===== config.mk =====
export PLATFORM = sky130hd
export DESIGN_NAME = fcore_program_sequencer
export DESIGN_NICKNAME = d
export VERILOG_FILES = /design/src/rtl/fcore_program_sequencer_pkg.sv /design/src/rtl/fcore_program_sequencer_classifier.sv /design/src/rtl/fcore_program_sequencer.sv
export SDC_FILE = /design/constraint.sdc
export NUM_CORES = 1
export LEC_CHECK = 0
export CAP_MARGIN = 0
export CORE_MARGIN = 2
export CORE_UTILIZATION = 30
export CTS_BUF_LIST = sky130_fd_sc_hd__clkbuf_16
export DETAILED_ROUTE_END_ITERATION = 12
export SLEW_MARGIN = 20
export SYNTH_ARGS = -nofsm -noshare
export SYNTH_HDL_FRONTEND = slang
export SYNTH_SLANG_ARGS = --single-unit

===== constraint.sdc =====
create_clock -name clock -period 2.5 [get_ports clock]
set_input_delay 0.5 -clock clock [delete_from_list [all_inputs] [get_ports clock]]
set_output_delay 0.5 -clock clock [all_outputs]
set_load 0.01 [all_outputs]

===== src/rtl/fcore_program_sequencer_pkg.sv =====
// Shared fCore ISA constants plus the program-sequencer state encoding and
// the opcode classes used by the sequencer and the executor decode.
package fcore_program_sequencer_pkg;

    localparam int unsigned OPCODE_WIDTH = 5;

    localparam logic [OPCODE_WIDTH-1:0] OP_NOP    = 5'd0;
    localparam logic [OPCODE_WIDTH-1:0] OP_ADD    = 5'd1;
    localparam logic [OPCODE_WIDTH-1:0] OP_SUB    = 5'd2;
    localparam logic [OPCODE_WIDTH-1:0] OP_MUL    = 5'd3;
    localparam logic [OPCODE_WIDTH-1:0] OP_ITF    = 5'd4;
    localparam logic [OPCODE_WIDTH-1:0] OP_FTI    = 5'd5;
    localparam logic [OPCODE_WIDTH-1:0] OP_LDC    = 5'd6;
    localparam logic [OPCODE_WIDTH-1:0] OP_LDR    = 5'd7;
    localparam logic [OPCODE_WIDTH-1:0] OP_BGT    = 5'd8;
    localparam logic [OPCODE_WIDTH-1:0] OP_BLE    = 5'd9;
    localparam logic [OPCODE_WIDTH-1:0] OP_BEQ    = 5'd10;
    localparam logic [OPCODE_WIDTH-1:0] OP_BNE    = 5'd11;
    localparam logic [OPCODE_WIDTH-1:0] OP_STOP   = 5'd12;
    localparam logic [OPCODE_WIDTH-1:0] OP_LAND   = 5'd13;
    localparam logic [OPCODE_WIDTH-1:0] OP_LOR    = 5'd14;
    localparam logic [OPCODE_WIDTH-1:0] OP_LNOT   = 5'd15;
    localparam logic [OPCODE_WIDTH-1:0] OP_SATP   = 5'd16;
    localparam logic [OPCODE_WIDTH-1:0] OP_SATN   = 5'd17;
    localparam logic [OPCODE_WIDTH-1:0] OP_REC    = 5'd18;
    localparam logic [OPCODE_WIDTH-1:0] OP_POPCNT = 5'd19;
    localparam logic [OPCODE_WIDTH-1:0] OP_ABS    = 5'd20;
    localparam logic [OPCODE_WIDTH-1:0] OP_EFI    = 5'd21;

    typedef enum logic [2:0] {
        SEQ_IDLE,
        SEQ_PRIME,
        SEQ_RUN,
        SEQ_CONST,
        SEQ_BRANCH_WAIT,
        SEQ_EFI_WAIT
    } seq_state_t;

    typedef enum logic [2:0] {
        CLS_NORMAL,
        CLS_CONST_FOLLOW,
        CLS_BRANCH,
        CLS_EFI,
        CLS_STOP,
        CLS_ILLEGAL
    } op_class_t;

    function automatic logic is_branch(input logic [OPCODE_WIDTH-1:0] opcode);
        return (opcode == OP_BGT) || (opcode == OP_BLE) ||
               (opcode == OP_BEQ) || (opcode == OP_BNE);
    endfunction

endpackage


===== src/rtl/fcore_program_sequencer_classifier.sv =====
// Combinational opcode classifier shared by the program sequencer and the
// executor decode stage.
module fcore_opcode_classifier
    import fcore_program_sequencer_pkg::*;
(
    input  logic [OPCODE_WIDTH-1:0] opcode,
    output op_class_t               op_class
);

    always_comb begin
        op_class = CLS_NORMAL;
        if (opcode > OP_EFI)
            op_class = CLS_ILLEGAL;
        else if (opcode == OP_LDC)
            op_class = CLS_CONST_FOLLOW;
        else if (is_branch(opcode))
            op_class = CLS_BRANCH;
        else if (opcode == OP_EFI)
            op_class = CLS_EFI;
        else if (opcode == OP_STOP)
            op_class = CLS_STOP;
    end

endmodule


===== src/rtl/fcore_program_sequencer.sv =====
// fCore fetch/issue controller: drives the program BRAM address, issues words
// to the executor, sequences LDC payloads and branch/EFI handshakes.
module fcore_program_sequencer #(
    parameter int unsigned PC_WIDTH          = 12,
    parameter int unsigned INSTRUCTION_WIDTH = 32,
    parameter int unsigned OPCODE_WIDTH      = fcore_program_sequencer_pkg::OPCODE_WIDTH,
    parameter int unsigned PROGRAM_DEPTH     = 4096
) (
    input  logic                         clock,
    input  logic                         reset,
    input  logic                         start,
    output logic [PC_WIDTH-1:0]          prog_addr,
    input  logic [INSTRUCTION_WIDTH-1:0] prog_data,
    output logic [INSTRUCTION_WIDTH-1:0] instruction,
    output logic                         instruction_valid,
    output logic                         instruction_is_const,
    input  logic                         branch_resolved,
    input  logic                         branch_taken,
    input  logic [PC_WIDTH-1:0]          branch_target,
    output logic                         efi_start,
    input  logic                         efi_done,
    output logic                         busy,
    output logic                         done,
    output logic                         overrun
);
    import fcore_program_sequencer_pkg::*;

    localparam logic [PC_WIDTH:0] DEPTH = (PC_WIDTH+1)'(PROGRAM_DEPTH);
    localparam logic [PC_WIDTH:0] ONE   = (PC_WIDTH+1)'(1);

    seq_state_t          state;
    op_class_t           op_class;
    logic [PC_WIDTH-1:0] fetched_pc;
    logic [PC_WIDTH-1:0] addr_next;
    logic [PC_WIDTH:0]   addr_step;
    logic [PC_WIDTH:0]   seq_pc;
    logic                seq_overrun;
    logic                target_overrun;

    fcore_opcode_classifier u_classifier (
        .opcode   (prog_data[OPCODE_WIDTH-1:0]),
        .op_class (op_class)
    );

    // The prefetch address never leaves the program; overrun is judged on the
    // successor of the word actually being issued (fetched_pc + 1).
    always_comb begin
        addr_step      = {1'b0, prog_addr} + ONE;
        addr_next      = (addr_step < DEPTH) ? addr_step[PC_WIDTH-1:0] : prog_addr;
        seq_pc         = {1'b0, fetched_pc} + ONE;
        seq_overrun    = (seq_pc >= DEPTH);
        target_overrun = ({1'b0, branch_target} >= DEPTH);
    end

    always_ff @(posedge clock or negedge reset) begin
        if (!reset) begin
            state                <= SEQ_IDLE;
            prog_addr            <= '0;
            fetched_pc           <= '0;
            instruction          <= '0;
            instruction_valid    <= 1'b0;
            instruction_is_const <= 1'b0;
            efi_start            <= 1'b0;
            busy                 <= 1'b0;
            done                 <= 1'b0;
            overrun              <= 1'b0;
        end else begin
            instruction_valid    <= 1'b0;
            instruction_is_const <= 1'b0;
            efi_start            <= 1'b0;
            done                 <= 1'b0;
            fetched_pc           <= prog_addr;
            case (state)
                SEQ_IDLE: begin
                    busy <= start;
                    if (start) begin
                        prog_addr <= '0;
                        overrun   <= 1'b0;
                        state     <= SEQ_PRIME;
                    end
                end
                SEQ_PRIME: begin
                    prog_addr <= addr_next;
                    state     <= SEQ_RUN;
                end
                SEQ_RUN: begin
                    instruction_valid <= 1'b1;
                    instruction       <= prog_data;
                    case (op_class)
                        CLS_BRANCH: begin
                            fetched_pc <= fetched_pc;
                            state      <= SEQ_BRANCH_WAIT;
                        end
                        CLS_EFI: begin
                            fetched_pc <= fetched_pc;
                            efi_start  <= 1'b1;
                            state      <= SEQ_EFI_WAIT;
                        end
                        CLS_STOP: begin
                            done  <= 1'b1;
                            state <= SEQ_IDLE;
                        end
                        default: begin
                            if (op_class == CLS_ILLEGAL)
                                instruction <= '0;
                            if (seq_overrun) begin
                                overrun <= 1'b1;
                                done    <= 1'b1;
                                state   <= SEQ_IDLE;
                            end else begin
                                prog_addr <= addr_next;
                                state     <= (op_class == CLS_CONST_FOLLOW) ? SEQ_CONST : SEQ_RUN;
                            end
                        end
                    endcase
                end
                SEQ_CONST: begin
                    instruction_valid    <= 1'b1;
                    instruction_is_const <= 1'b1;
                    instruction          <= prog_data;
                    if (seq_overrun) begin
                        overrun <= 1'b1;
                        done    <= 1'b1;
                        state   <= SEQ_IDLE;
                    end else begin
                        prog_addr <= addr_next;
                        state     <= SEQ_RUN;
                    end
                end
                SEQ_BRANCH_WAIT: begin
                    fetched_pc <= fetched_pc;
                    if (branch_resolved) begin
                        if (branch_taken ? target_overrun : seq_overrun) begin
                            overrun <= 1'b1;
                            done    <= 1'b1;
                            state   <= SEQ_IDLE;
                        end else begin
                            prog_addr <= branch_taken ? branch_target : seq_pc[PC_WIDTH-1:0];
                            state     <= SEQ_PRIME;
                        end
                    end
                end
                SEQ_EFI_WAIT: begin
                    fetched_pc <= fetched_pc;
                    // efi_start is still high in the first wait cycle; a done
                    // seen alongside it belongs to no request of ours.
                    if (efi_done && !efi_start) begin
                        if (seq_overrun) begin
                            overrun <= 1'b1;
                            done    <= 1'b1;
                            state   <= SEQ_IDLE;
                        end else begin
                            prog_addr <= seq_pc[PC_WIDTH-1:0];
                            state     <= SEQ_PRIME;
                        end
                    end
                end
                default: state <= SEQ_IDLE;
            endcase
        end
    end

endmodule


; Word level (Yosys, flattened, before mapping)
; Index checks and enable logic that the tools add are counted.
[op_classes]
reduce_logical = 17
n_bitwise = 1
eq_ne = 25
muxes = 48
order_cmp = 3
addsub = 2
[ops]
columns = op, n
row1 = 12-bit 2-to-1 mux, 10
row2 = 12-bit one-hot mux with 6 select lines, 1
row3 = 32-bit 2-to-1 mux, 2
row4 = 32-bit one-hot mux with 2 select lines, 1
row5 = 12-bit by 1-bit adder with 13-bit output (second input constant), 2
row6 = 5-bit by 4-bit equality test with 1-bit output (second input constant), 5
row7 = 3-bit 2-to-1 mux, 8
row8 = 12-bit one-hot mux with 2 select lines, 1
row9 = 1-bit 2-to-1 mux, 18
row10 = 3-bit one-hot mux with 6 select lines, 1
row11 = 2-bit != test (second input constant), 8
row12 = 13-bit greater-or-equal comparator (second input constant), 1
row13 = 13-bit less-than comparator (second input constant), 1
row14 = 3-bit by 2-bit equality test with 1-bit output (second input constant), 4
row15 = 3-bit equality test (second input constant), 4
row16 = 3-bit one-hot mux with 3 select lines, 1
row17 = 7-bit AND reduction, 1
row18 = 3-bit by 1-bit equality test with 1-bit output (second input constant), 2
row19 = 6-bit AND reduction, 1
row20 = 6-bit nonzero test, 1
row21 = 2-bit OR reduction, 3
row22 = 5-bit by 3-bit equality test with 1-bit output (second input constant), 1
row23 = 5-bit equality test (second input constant), 1
row24 = 5-bit greater-than comparator (second input constant), 1
row25 = other kinds (14), 17
[totals]
word_cells = 106
register_bits = 65
output_inout_bits = 50
input_bits = 50

; Longest topological paths before layout
[logic_depth]
ltp_word = 12
ltp_mapped = 9
depth_no_buf = 6

; Modules after synthesis
; Synthesis repeated with hierarchy kept, for this count alone.
[hier_totals]
cells_unflattened = 375
hier_area_um2 = 3464.6
[by_module_without_submodules]
columns = module, area_per_inst_um2, seq_area_each_um2, cells_each, n_inst
row1 = fcore_program_sequencer, 3399.5, 1626.6, 364, 1
row2 = fcore_opcode_classifier, 65.1, 0.0, 11, 1

; Least setup slack after synthesis
; Ideal clock, no wire load.
[synth_path]
path_type = flip-flop to flip-flop
startpoint = register prog_addr[0]
endpoint = register prog_addr[0]
path_buffers = 0
setup_slack_ns = 0.415
required_ns = 2.375
stages_incl_launch_ff = 7
arrival_ns = 1.960
synth_period_minus_slack_ns = 2.085
setup_time_ns = 0.125
cell_sequence = dfrtp_1 -> ha_1 -> nand4_1 -> or2_2 -> o32a_4 -> nand2_4 -> mux2_2
[synth_via]
elab_chain_cells = 6
[synth_rtl]
columns = element, line_no
row1 = from (decl), fcore_program_sequencer.sv:12  ; output logic [PC_WIDTH-1:0] prog_addr,
row2 = from (signal assigned), fcore_program_sequencer.sv:83  ; prog_addr <= addr_next;
row3 = from (signal assigned), fcore_program_sequencer.sv:111  ; prog_addr <= addr_next;
row4 = from (signal assigned), fcore_program_sequencer.sv:126  ; prog_addr <= addr_next;
row5 = 12-bit by 1-bit adder with 13-bit output, fcore_program_sequencer.sv:48  ; addr_step = {1'b0, prog_addr} + ONE;
row6 = 13-bit less-than comparator, fcore_program_sequencer.sv:49  ; addr_next = (addr_step < DEPTH) ? addr_step[PC_WIDTH-1:0] : prog_addr;
row7 = 12-bit 2-to-1 mux, fcore_program_sequencer.sv:49
row8 = 12-bit 2-to-1 mux, "fcore_program_sequencer.sv:106, fcore_program_sequencer.sv:121"
row9 = 12-bit 2-to-1 mux, fcore_program_sequencer.sv:89  ; case (op_class)
row10 = 12-bit one-hot mux with 6 select lines (*), fcore_program_sequencer.sv:73  ; case (state)
; Every way passes the cells marked *; elsewhere a longest branch is shown, timed or not. The select of a mux whose other input is x is not followed.
; A chain may end at the register's enable or synchronous reset.

; Worst setup path after layout
[layout_path]
startpoint = register state[0]
endpoint = register prog_addr[0]
[layout_via]
elab_chain_cells = 3
word_cells_on_any_way = 15
classes_between = eq/ne: 11 / mux: 1 / reduce/logical: 3
[layout_rtl]
columns = element, line_no
row1 = from (decl), fcore_program_sequencer.sv:31  ; seq_state_t state;
row2 = from (signal assigned), fcore_program_sequencer.sv:112  ; state <= (op_class == CLS_CONST_FOLLOW) ? SEQ_CONST : SEQ_RUN;
row3 = "3-bit equality test, or another cell as far along", fcore_program_sequencer.sv:73
row4 = 6-bit nonzero test (no line) or 2-bit != test (tied branches), -
row5 = 7-bit AND reduction (no line), -
; Parallel ways exist; a longest one is shown, timed or not.

==> impl_metrics.ini <==
[sta]
slew_headroom = 0.598
fin_setup_tns_ns = 0
clock.fmax_mhz = 464
slew_viol_final = 0
final_hold_viol_count = 0
skew_ns = 0.00844
period_needed_ns = 2.16
finalCritPeriodShare = 0.863
grt_setup_unrepaired = no
worstMarginPinSlew_ns = 0.603
setup_viol = 0

[place]
port_buffers = 99
dp_hpwl_um = 6710
placed_cell_area_um2 = 4540
routabilityCongestion = 0.897

[floorplan]
io_pins = 100
start_util = 0.304
num_rows = 38
die_area_um2 = 11700
coreArea_um2 = 10700
fp.dieW_um = 108
die_h_um = 108

[clock_network]
ctsResizeCount = 0
cts_root_buffer = clkbuf_16
clock-sinks = 65
clock_latency_ns = 0.33
h-tree-depth = 3
path_clk_slew_ns = 0.06
cts_buffers = 9
cts_tree = built
postCtsSetupRepairBufs = 0
hold_buffers = 0
clockBufferDepth = 2

[worst_setup_path]
r2r_setup_slack_ns = 0.34
cp-end-kind = flip-flop
crit_fanout = 12
rr_endpoint = prog_addr[0]
crit_required_ns = 2.71
critPathKind = flip-flop to flip-flop
r2r-start = state[0]
critPathArrivalTime_ns = 2.36
startpoint_type = flip-flop
reg2reg_depth = 5

[pwr]
power_leakage_nw = 2.02
power.density_nw_per_um2 = 1120
max-vdd-ir-drop_uv = 467
internal_power_mw = 3.44
clkPwrFrac = 0.216
switching_power_mw = 1.96
switching_share = 0.363
combinationalPowerShare = 0.453
pwr-share-seq = 0.330

[finish]
finalNetCount = 459
antenna_cells = 0
drive_gt1_frac = 0.155
area_growth_syn_to_layout_pct = 47.5
fin_area_um2 = 4820

[route]
post-route-drc-count = 0
ant_nets = 0
routedWlPerCell_um = 16.8
drtPass1Iterations = 4
drtIter0Drc = 128
drt_wl_total_um = 9260
via_per_inst = 5.15
vias = 2841

[synth]
avgSynthCellArea_um2 = 11.1
syn_nets = 346
ys_top_cells_by_area = dfrtp_1 50%, a22o_1 9.1%, mux2_2 5.2%
yosysMostFrequentCell = dfrtp_1
netlist_area_um2 = 3260
synth_commonest_cells = 65 x dfrtp_1, 34 x a22o_1, 20 x nor2_1, 15 x mux2_2, 15 x nand3_1
synth-seq-cells = 65
synthDominantCellAreaShare = 0.498
ys_warn_count = 0
synth_flop_cell = dfrtp_1
async_flop_share = 1.00
yosysSeqAreaShare = 0.498
synth_edf_count = 0
synth_cell_types = 54
synth_top_cell_by_area = dfrtp_1
syn_inst = 294

[global_route]
grt_pass1_vias = 2886
grt_overflow = 0
grt_first_pass_wirelength_um = 14800
antenna_found_initial = 0
grt_max_degree = 42
gr-usage-all-layers = 0.165

[min_path]
hp-class = input pin to async pin

[flow_run]
cap_viol_max_count = 0

[outcome]
outcome = finished, final reports clean
-- critical path: stages, from the launching register on --
cell and delay (ns):
dfrtp_1 0.61, o21bai_4 0.17, or2_2 0.37, o32a_4 0.45, nand2_4 0.11, mux2_2 0.33
-- layout make-up --
class	count	area, um2
repair buffers	116	1160
clock buffers	9	225
clock inverters	7	55.1
well taps	140	175
multi-input cells	207	1540
flip-flops and latches	65	1630
fillers	1042	5930
inverters	8	30.0
-- placed cells by master, fill, tap and decap left out, types with 8 or more instances in the layout --
cell	n
mux2_2	15
nor2_1	20
xor2_1	8
clkdlybuf4s50_1	98
inv_1	9
a21oi_1	9
nand3_1	15
nand2_1	10
clkbuf_16	9
a22o_1	34
buf_4	13
o2bb2ai_1	9
dfrtp_1	65
o21ai_0	13
-- worst max path at each step --
stage,start,to,slack (ns)
after global placement,prog_data[1],prog_addr[0],0.18
after floorplan,prog_addr[0],prog_addr[0],0.42
after global routing,state[0],prog_addr[4],0.24
after detailed placement,prog_data[4],prog_addr[0],0.12
final,state[0],prog_addr[0],0.34
after CTS,prog_addr[0],prog_addr[0],0.36
-- per-stage QoR --
step / power [mW] / hold WS (ns) / util / setup WS [ns] / std cells
6_report: 5.41 / 0.180 / 0.448 / 0.343 / 552
4_1_cts: 5.45 / 0.192 / 0.448 / 0.359 / 552
3_5_place_dp: 4.26 / 0.491 / 0.422 / 0.122 / 536
5_1_grt: 5.76 / 0.218 / 0.448 / 0.243 / 552
2_1_floorplan: 3.04 / 0.204 / - / 0.415 / 294
3_3_place_gp: 4.23 / 0.488 / 0.422 / 0.177 / 536
-- cells by family (layout without fill, tap and decap cells) --
| logic type | Yosys count | after routing | share of synthesized area |
|---|---|---|---|
| adders and majority gates | 2 | 2 | 0.00766 |
| buffers and inverters | 22 | 140 | 0.0318 |
| xor gates and xnor gates | 11 | 11 | 0.0295 |
| DFF | 65 | 65 | 0.498 |
| AOI/OAI and AO/OA | 94 | 94 | 0.232 |
| and+or+nand+nor | 85 | 85 | 0.149 |
| muxes | 15 | 15 | 0.0517 |
-- state kept, by name (all words and copies together), names as in the netlist, 3 cells and up --
signal       count
state            3
instruction     32
fetched_pc      12
prog_addr       12
-- routing by layer --
metal,track usage,up-vias,share of wire
li1,-,1359,-
met1,0.226,1396,0.46
met2,0.258,76,0.48
met3,0.0235,10,0.041
met4,0.0797,0,0.015
met5,0,-,0
-- power groups by stage --
stage | Clock (mW) | Sequential, mW | Combinational, mW
after floorplan | 0 | 1.87 | 1.17
after global placement | 0 | 1.79 | 2.44
after detailed placement | 0 | 1.79 | 2.47
after CTS | 1.19 | 1.78 | 2.48
after global routing | 1.24 | 1.84 | 2.67
final | 1.17 | 1.78 | 2.45
Note: power is estimated with default switching activity, not from simulation.
